--- config.mk ---
export PLATFORM = sky130hd
export DESIGN_NAME = ace_keyboard_flat
export DESIGN_NICKNAME = d
export VERILOG_FILES = /design/src/rtl/ace_keyboard_if.sv /design/src/rtl/ace_keyboard.sv /design/src/flat_wrapper.sv
export SDC_FILE = /design/constraint.sdc
export NUM_CORES = 1
export LEC_CHECK = 0
export ABC_AREA = 1
export BUFFER_PORTS_ARGS = -buffer_cell sky130_fd_sc_hd__buf_4
export CAP_MARGIN = 40
export CORE_ASPECT_RATIO = 0.5
export CORE_UTILIZATION = 49
export DETAILED_ROUTE_END_ITERATION = 7
export PLACE_DENSITY = 0.67
export SLEW_MARGIN = 10
export SYNTH_ARGS = -nofsm -noshare
export SYNTH_HDL_FRONTEND = slang
export SYNTH_SLANG_ARGS = --single-unit
--- constraint.sdc ---
create_clock -name clkcpu -period 2.9 [get_ports clkcpu]
set_input_delay 0.435 -clock clkcpu [delete_from_list [all_inputs] [get_ports clkcpu]]
set_output_delay 0.435 -clock clkcpu [all_outputs]
set_load 0.01 [all_outputs]
--- src/rtl/ace_keyboard_if.sv ---
// PS/2 event and CPU keyboard-port bundle for ace_keyboard.
// Master drives key events and row select; slave returns columns/reset.
interface ace_keyboard_if;
  logic [10:0] ps2_key;
  logic [7:0]  kbd_rows;
  logic [4:0]  kbd_columns;
  logic        kbd_reset;

  modport master (
    output ps2_key,
    output kbd_rows,
    input  kbd_columns,
    input  kbd_reset
  );

  modport slave (
    input  ps2_key,
    input  kbd_rows,
    output kbd_columns,
    output kbd_reset
  );
endinterface

--- src/rtl/ace_keyboard.sv ---
// PS/2 set-2 events to Jupiter Ace 8x5 keyboard matrix,
// plus Ctrl+Alt+Del stretched active-low reset request.
module ace_keyboard #(
  parameter logic [7:0] RESET_STRETCH = 8'd255
) (
  input  logic          clkcpu,
  input  logic          reset,
  ace_keyboard_if.slave bus
);

  // Returns {hit, row, col}; octal literal digits are row,col.
  function automatic logic [6:0] map_plain(
    input logic [7:0] sc
  );
    logic [6:0] r;
    r = {1'b1, 6'o00};
    unique case (sc)
      8'h12, 8'h59: r[5:0] = 6'o00;
      8'h14: r[5:0] = 6'o01;
      8'h1A: r[5:0] = 6'o02;
      8'h22: r[5:0] = 6'o03;
      8'h21: r[5:0] = 6'o04;
      8'h1C: r[5:0] = 6'o10;
      8'h1B: r[5:0] = 6'o11;
      8'h23: r[5:0] = 6'o12;
      8'h2B: r[5:0] = 6'o13;
      8'h34: r[5:0] = 6'o14;
      8'h15: r[5:0] = 6'o20;
      8'h1D: r[5:0] = 6'o21;
      8'h24: r[5:0] = 6'o22;
      8'h2D: r[5:0] = 6'o23;
      8'h2C: r[5:0] = 6'o24;
      8'h16: r[5:0] = 6'o30;
      8'h1E: r[5:0] = 6'o31;
      8'h26: r[5:0] = 6'o32;
      8'h25: r[5:0] = 6'o33;
      8'h2E: r[5:0] = 6'o34;
      8'h45: r[5:0] = 6'o40;
      8'h46: r[5:0] = 6'o41;
      8'h3E: r[5:0] = 6'o42;
      8'h3D: r[5:0] = 6'o43;
      8'h36: r[5:0] = 6'o44;
      8'h4D: r[5:0] = 6'o50;
      8'h44: r[5:0] = 6'o51;
      8'h43: r[5:0] = 6'o52;
      8'h3C: r[5:0] = 6'o53;
      8'h35: r[5:0] = 6'o54;
      8'h5A: r[5:0] = 6'o60;
      8'h4B: r[5:0] = 6'o61;
      8'h42: r[5:0] = 6'o62;
      8'h3B: r[5:0] = 6'o63;
      8'h33: r[5:0] = 6'o64;
      8'h29: r[5:0] = 6'o70;
      8'h3A: r[5:0] = 6'o71;
      8'h31: r[5:0] = 6'o72;
      8'h32: r[5:0] = 6'o73;
      8'h2A: r[5:0] = 6'o74;
      default: r = 7'd0;
    endcase
    return r;
  endfunction

  logic        armed_q, tgl_q, evt_q;
  logic [9:0]  key_q;
  logic [7:0][4:0] m_q, m_d;
  logic        bs_q, lf_q, dn_q, up_q, rt_q;
  logic        bs_d, lf_d, dn_d, up_d, rt_d;
  logic        ctrl_q, alt_q, del_q;
  logic        ctrl_d, alt_d, del_d;
  logic [7:0]  cnt_q, cnt_d;
  logic [4:0]  cols_q, cols_d;
  logic        krst_q, krst_d;

  logic        mk, ext, hit, combo;
  logic [7:0]  sc;
  logic [5:0]  rc;
  logic [7:0][4:0] eff;
  logic [4:0]  sel;

  assign mk  = key_q[9];
  assign ext = key_q[8];
  assign sc  = key_q[7:0];

  always_comb begin
    m_d    = m_q;
    bs_d   = bs_q;
    lf_d   = lf_q;
    dn_d   = dn_q;
    up_d   = up_q;
    rt_d   = rt_q;
    ctrl_d = ctrl_q;
    alt_d  = alt_q;
    del_d  = del_q;
    hit    = 1'b0;
    rc     = 6'o00;
    if (evt_q) begin
      if (!ext) begin
        {hit, rc} = map_plain(sc);
        if (sc == 8'h66) bs_d = mk;
      end else begin
        unique case (sc)
          8'h14: {hit, rc} = {1'b1, 6'o01};
          8'h5A: {hit, rc} = {1'b1, 6'o60};
          8'h6B: lf_d  = mk;
          8'h72: dn_d  = mk;
          8'h75: up_d  = mk;
          8'h74: rt_d  = mk;
          8'h71: del_d = mk;
          default: hit = 1'b0;
        endcase
      end
      if (sc == 8'h14) ctrl_d = mk;
      if (sc == 8'h11) alt_d  = mk;
      if (hit) m_d[rc[5:3]][rc[2:0]] = mk;
    end
  end

  // Composites add SHIFT and their target without touching physical bits.
  always_comb begin
    eff       = m_q;
    eff[0][0] = m_q[0][0] | bs_q | lf_q | dn_q | up_q | rt_q;
    eff[4][0] = m_q[4][0] | bs_q;
    eff[3][4] = m_q[3][4] | lf_q;
    eff[4][4] = m_q[4][4] | dn_q;
    eff[4][3] = m_q[4][3] | up_q;
    eff[4][2] = m_q[4][2] | rt_q;
  end

  always_comb begin
    sel = 5'd0;
    for (int r = 0; r < 8; r++) begin
      if (!bus.kbd_rows[r]) sel = sel | eff[r];
    end
    cols_d = ~sel;
  end

  assign combo  = ctrl_q & alt_q & del_q;
  assign cnt_d  = combo ? RESET_STRETCH :
                  (cnt_q != 8'd0) ? cnt_q - 8'd1 : 8'd0;
  assign krst_d = ~(combo | (cnt_q != 8'd0));

  // First edge after reset only adopts the current toggle.
  always_ff @(posedge clkcpu or posedge reset) begin
    if (reset) begin
      armed_q <= 1'b0;
      tgl_q   <= 1'b0;
      evt_q   <= 1'b0;
      key_q   <= 10'd0;
      m_q     <= '0;
      bs_q    <= 1'b0;
      lf_q    <= 1'b0;
      dn_q    <= 1'b0;
      up_q    <= 1'b0;
      rt_q    <= 1'b0;
      ctrl_q  <= 1'b0;
      alt_q   <= 1'b0;
      del_q   <= 1'b0;
      cnt_q   <= 8'd0;
      cols_q  <= 5'b11111;
      krst_q  <= 1'b1;
    end else begin
      armed_q <= 1'b1;
      tgl_q   <= bus.ps2_key[10];
      evt_q   <= armed_q & (bus.ps2_key[10] ^ tgl_q);
      key_q   <= bus.ps2_key[9:0];
      m_q     <= m_d;
      bs_q    <= bs_d;
      lf_q    <= lf_d;
      dn_q    <= dn_d;
      up_q    <= up_d;
      rt_q    <= rt_d;
      ctrl_q  <= ctrl_d;
      alt_q   <= alt_d;
      del_q   <= del_d;
      cnt_q   <= cnt_d;
      cols_q  <= cols_d;
      krst_q  <= krst_d;
    end
  end

  assign bus.kbd_columns = cols_q;
  assign bus.kbd_reset   = krst_q;

endmodule
--- src/flat_wrapper.sv ---
// flat-port wrapper written by rule: the top's interface ports become plain ports
module ace_keyboard_flat 
#(
  parameter logic [7:0] RESET_STRETCH = 8'd255
)
  (clkcpu, reset, bus_ps2_key, bus_kbd_rows, bus_kbd_columns, bus_kbd_reset);
  ace_keyboard_if bus_i ();
  input  logic clkcpu;
  input  logic reset;
  input wire logic [$bits(bus_i.ps2_key)-1:0] bus_ps2_key;
  input wire logic [$bits(bus_i.kbd_rows)-1:0] bus_kbd_rows;
  output wire logic [$bits(bus_i.kbd_columns)-1:0] bus_kbd_columns;
  output wire logic [$bits(bus_i.kbd_reset)-1:0] bus_kbd_reset;
  assign bus_i.ps2_key = bus_ps2_key;
  assign bus_i.kbd_rows = bus_kbd_rows;
  assign bus_kbd_columns = bus_i.kbd_columns;
  assign bus_kbd_reset = bus_i.kbd_reset;
  ace_keyboard #(.RESET_STRETCH(RESET_STRETCH)) u_core (.clkcpu(clkcpu), .reset(reset), .bus(bus_i));
endmodule
# After elaboration in Yosys (flattened, before gate mapping)
# Index checks and enable logic that the tools add are counted.
totals:
  mem_count: 0
  wordCells: 138
  mem_bits_ro: 0
  latchBits: 0
  mem_bits_rw: 0
  in_bits: 21
  register_bits: 75
  output_inout_bits: 6
op_classes:
  add_sub_neg: 1
  bitwise: 25
  multipliers: 0
  n_lt_le_gt_ge: 4
  div_mod_pow: 0
  reduce_logical: 14
  shifts: 0
  n_mux: 23
  n_eq_ne: 48
op_table:
  columns: ["operator", "count"]
  rows:
  - ["$pmux 6 s39", 1]
  - ["$eq 8x6->1 const B", 23]
  - ["$eq 8x7->1 const B", 15]
  - ["$eq 8x5->1 const B", 10]
  - ["$mux 5", 9]
  - ["$reduce_or 41->1", 1]
  - ["$bwmux 40", 1]
  - ["$or 5x5->5", 7]
  - ["$reduce_and 3->1", 6]
  - ["$mux 8", 2]
  - ["$demux 5 s3", 1]
  - ["$mux 6", 2]
  - ["$pmux 6 s2", 1]
  - ["$or 1x1->1", 11]
  - ["$lt 3x4->1 const B", 2]
  - ["$reduce_bool 8->1", 1]
  - ["$sub 8x1->8 const B", 1]
  - ["$ge 3x1->1 const B", 2]
  - ["$reduce_and 2->1", 3]
  - ["$mux 1", 5]
  - ["$not 5->5", 1]
  - ["$and 1x1->1", 3]
  - ["$demux 1 s3", 1]
  - ["$logic_and 1x1->1", 2]
  - ["3 further kinds", 4]

# Logic depth before layout (Yosys ltp)
depth:
  word_depth: 21
  depth_mapped: 16
  depth_no_buf: 16

# Worst setup path before layout
# Ideal clock, no wire load.
synth_timing:
  path_type: "flip-flop to flip-flop"
  start: "register u_core.key_q[0]"
  end: "register u_core.m_q[19] (netlist name)"
  slack_ps: 1012
  setup_time_ps: 131
  arrival_time_ps: 1756
  synth_period_minus_slack_ps: 1888
  n_path_buf: 1
  required_time_ps: 2769
  stages_incl_launch_ff: 16
  cell_sequence: "dfrtp_1 inv_2 nand2_2 nor2_1 nor2_2 nand2_1 nand2_1 nand2_1 nor2_1 nand3_2 nand2_2 inv_2 buf_4 nand3_1 nand2_1 o21ai_1"
synth_between:
  elab_chain_cells: 11
  elab_cells_between_ends: 63
  cone_classes: "order compare (4); eq/ne (41); mux (13); reduce/logical (5)"
synth_rtl:
  columns: ["element", "line", "text"]
  rows:
  - ["start, declared", "ace_keyboard.sv:64", "logic [9:0] key_q;"]
  - ["start signal, assigned", "ace_keyboard.sv:165", "key_q <= bus.ps2_key[9:0];"]
  - ["$eq 8x6->1 (tied with other cells)", "ace_keyboard.sv:17", "unique case (sc)"]
  - ["$pmux 6 s39 / $pmux 6 s2 (equally long branches)", "ace_keyboard.sv:17, ace_keyboard.sv:101", null]
  - ["$mux 6", "ace_keyboard.sv:97", "if (!ext) begin"]
  - ["$mux 6", "ace_keyboard.sv:96", "if (evt_q) begin"]
  - ["$lt 3x4->1 (not written as such) / $ge 3x1->1 (equally long branches)", "ace_keyboard.sv:114", "if (hit) m_d[rc[5:3]][rc[2:0]] = mk;"]
  - ["$logic_and 1x1->1 (not written as such)", "ace_keyboard.sv:114", null]
  - ["$mux 1 (not written as such)", "ace_keyboard.sv:114", null]
  - ["$demux 1 s3", null, null]
  - ["$mux 5 (not written as such)", "ace_keyboard.sv:114", null]
  - ["$demux 5 s3", null, null]
  - ["$bwmux 40", "ace_keyboard.sv:114", null]
  - ["end signal, assigned", "ace_keyboard.sv:166", "m_q <= m_d;"]
  - ["end, declared", "ace_keyboard.sv:65", "logic [7:0][4:0] m_q, m_d;"]
# Several ways; a longest one is shown, not always the timed one. The select of a mux whose other input is x is not followed.
# A chain may end at the register's enable or synchronous reset.

# Worst setup path after layout
layout_timing:
  start: "register u_core.key_q[5]"
  end: "register u_core.m_q[19] (netlist name)"
# Same word-level chain as after synthesis.

==> flow_summary.toml <==
[synthesis]
synth_seq_cells = 75
syn_area_per_cell_um2 = 7.27
synth_area_leader_cell = "dfrtp_1"
yosysUniqueCellTypes = 41
synth_cells = 593
ys_top_cells_by_area = "dfrtp_1 40%, nand2_1 16%, nor2_1 6.6%"
synth_top_cell_area_share = 0.400
syn_area_mm2 = 0.00431
syn-num-nets = 615
yosysWarnings = 0
seq_area_frac_synth = 0.437

[clock_tree]
cts_setup_buffers = 0
clkTransAtPathRegs_ps = 60
cts_sinks = 75
cts-root-buf = "clkbuf_16"
numCtsBuffers = 9
htreeDepth = 3
cts_tree = "yes"
cts_hold_buf = 0
worstSkewPairLatency_ps = 340
cts_resized = 0
clock_path_buffers = 2

[sta]
relSlewSlack = 0.458
worst_slack_ps = 402
fin_crit_sh = 0.861
rsz0062_at_grt = "false"
setup_viol = 0
fin_skew_ps = 5.65
period_needed_ps = 2500
holdWs_ps = 188
setup_tns_ps = 0
worst_slew_pin_slew_ps = 813
maxSlewViolCount = 0
finalHoldViolations = 0
max_freq_mhz = 400

[final_layout]
fin_nets = 644
fin_cells = 739
fin_area_mm2 = 0.00494
drive_gt1_frac = 0.153
antenna_cells = 0
area_growth_pct = 14.6

[hold_path]
hold_class = "primary input to async pin"

[flow_run]
drv_cap = 0

[detailed_routing]
ant_nets = 0
post_drt_wl_per_cell_um = 14.9
drt-total-wl_mm = 11.0
vias = 3982
drt-pass1-iter-count = 4
routed_via_density = 5.39
post-route-drc-count = 0
drt_iter0_markers = 319

[global_route]
grt_usage = 0.255
grt_max_degree = 76
grt_overflow = 0
antenna_found_initial = 0
grt_pass1_vias = 3489
grt_first_pass_wirelength_mm = 17.5

[power_and_ir_drop]
p_seq_frac = 0.432
power_density_mw_per_mm2 = 560
leakagePower_nw = 2.45
p_clk_frac = 0.432
p_int_mw = 2.03
comb_power_share = 0.136
power.switching_mw = 0.734
vdd_drop_max_uv = 299
swShare = 0.265

[floorplanning]
start_util = 0.522
die_area_mm2 = 0.00920
die_w_um = 135
boundaryPins = 27
coreArea_mm2 = 0.00826
die_h_um = 68.3
rows = 23

[setup_path]
rr_startpoint = "u_core.key_q[5]$_DFF_PP0_"
cp_common_cell = "nand2_1"
startpoint = "u_core.key_q[5]$_DFF_PP0_"
ff2ff_setup_slack_ps = 400
startpoint_type = "flop"
endpoint_kind = "flop"
max_stage_delay_ps = 470
critPathKind = "flop to flop"
slowest_stage = "nor2_2"
crit_fanout = 14
worst-endpoint-required_ps = 3080
path_buf_inv = 2
arrival_ps = 2680
cp_top_family = "simple AND/OR/NAND/NOR gates"
worstPathCellList = "nand2_1 > nor2_2 > nand2_1 > nand2_1 > nor2_1 > nand2_1 > nor2_1 > nand3_2 > nand2_2 > inv_2 > buf_4 > nand3_1 > nand2_1 > o21ai_1"
rr_endpoint = "u_core.m_q[19]$_DFFE_PP0P_"
reg2regPathDepth = 14

[place]
post-place-ws_ps = 470
gp_congestion = 1.04
io_buffers = 26
dpl.hpwl_mm = 7.98
dp_cells = 723
dpl_cell_area_mm2 = 0.00462

[run_status]
status = "finished, final reports clean"
[metrics by stage]
stage / utilization / power [mW]
CTS: 0.598 / 2.79
global placement: 0.560 / 1.58
finish: 0.598 / 2.77
global route: 0.598 / 2.90
floorplan: - / 1.47
detailed placement: 0.560 / 1.59
[cells by family after synthesis]
group / Yosys count / synth area share
simple gates: 367 / 0.381
flops: 75 / 0.437
compound gates: 73 / 0.0966
buf+inv: 70 / 0.0679
mux: 4 / 0.00929
xor+xnor: 2 / 0.00406
fa+ha+maj: 1 / 0.00290
other cells: 1 / 0.000870
[final cells by class]
| cell class | instances | area, um2 |
|---|---|---|
| clock buffers | 10 | 229 |
| clock inverters | 6 | 87.6 |
| fillers | 779 | 3320 |
| inverters | 56 | 213 |
| multi-input cells | 448 | 2130 |
| flip-flops and latches | 75 | 1880 |
| well taps | 112 | 140 |
| repair buffers | 32 | 253 |
[cells in the mapped netlist, drive strengths merged]
master and instances:
nand2 190, nor2 95, dfrtp 69, inv 56
nand3 46, o21ai 45, nand4 28, a21oi 17
buf 9, dfstp 6, nor3 6, clkbuf 5
mux2i 4, a221oi 3, a31oi 2, o221ai 2
a2111oi 1, a22o 1, conb 1, ha 1
nor4 1, o211ai 1, o22ai 1, or2 1
xnor2 1, xor2 1
[cells in the final DEF, fill, tap and decap left out, types with 14 or more instances in the layout]
cell     instances
dfrtp_1         69
o21ai_1         21
o21ai_0         23
a21oi_1         15
buf_4           31
nor2_1          76
nand4_1         28
nor2_2          14
nand2_1        183
nand3_1         43
inv_1           47
[worst max-delay path by stage]
| stage | to | cells past startpoint |
|---|---|---|
| global route | u_core.eff[29]$_DFFE_PP0P_ | 15 |
| detailed placement | u_core.m_q[19]$_DFFE_PP0P_ | 15 |
| floorplan | u_core.alt_q$_DFFE_PP0P_ | 1 |
| finish | u_core.m_q[19]$_DFFE_PP0P_ | 14 |
| global placement | u_core.m_q[19]$_DFFE_PP0P_ | 15 |
| CTS | u_core.m_q[19]$_DFFE_PP0P_ | 15 |
[power groups by stage]
| stage | Clock (mW) | Sequential, mW | Combinational [mW] |
|---|---|---|---|
| after detailed placement | 0 | 1.21 | 0.377 |
| after global placement | 0 | 1.21 | 0.373 |
| after global routing | 1.26 | 1.20 | 0.434 |
| final | 1.19 | 1.20 | 0.377 |
| after floorplan | 0 | 1.20 | 0.269 |
| after CTS | 1.21 | 1.20 | 0.381 |
[per-layer routing]
metal | global-route usage | share of wire
met4 | 0.0758 | 0.0092
met3 | 0.0541 | 0.064
met1 | 0.353 | 0.49
met5 | 0 | 0
met2 | 0.406 | 0.43
[worst register-to-register path, cell delays in order, from the launching register on]
cell	delay (ps)
dfrtp_1	420
nand2_1	130
nor2_2	470
nand2_1	110
nand2_1	120
nor2_1	50
nand2_1	110
nor2_1	70
nand3_2	90
nand2_2	90
inv_2	210
buf_4	240
nand3_1	110
nand2_1	80
o21ai_1	70
[registers in the layout, indices dropped and copies added (netlist names), 5 cells and up]
register and count:
u_core.eff 34, u_core.key_q 10, u_core.cnt_q 8, u_core.m_q 6, u_core.bus.kbd_columns 5
No activity file was read; power rests on OpenSTA's default activity.
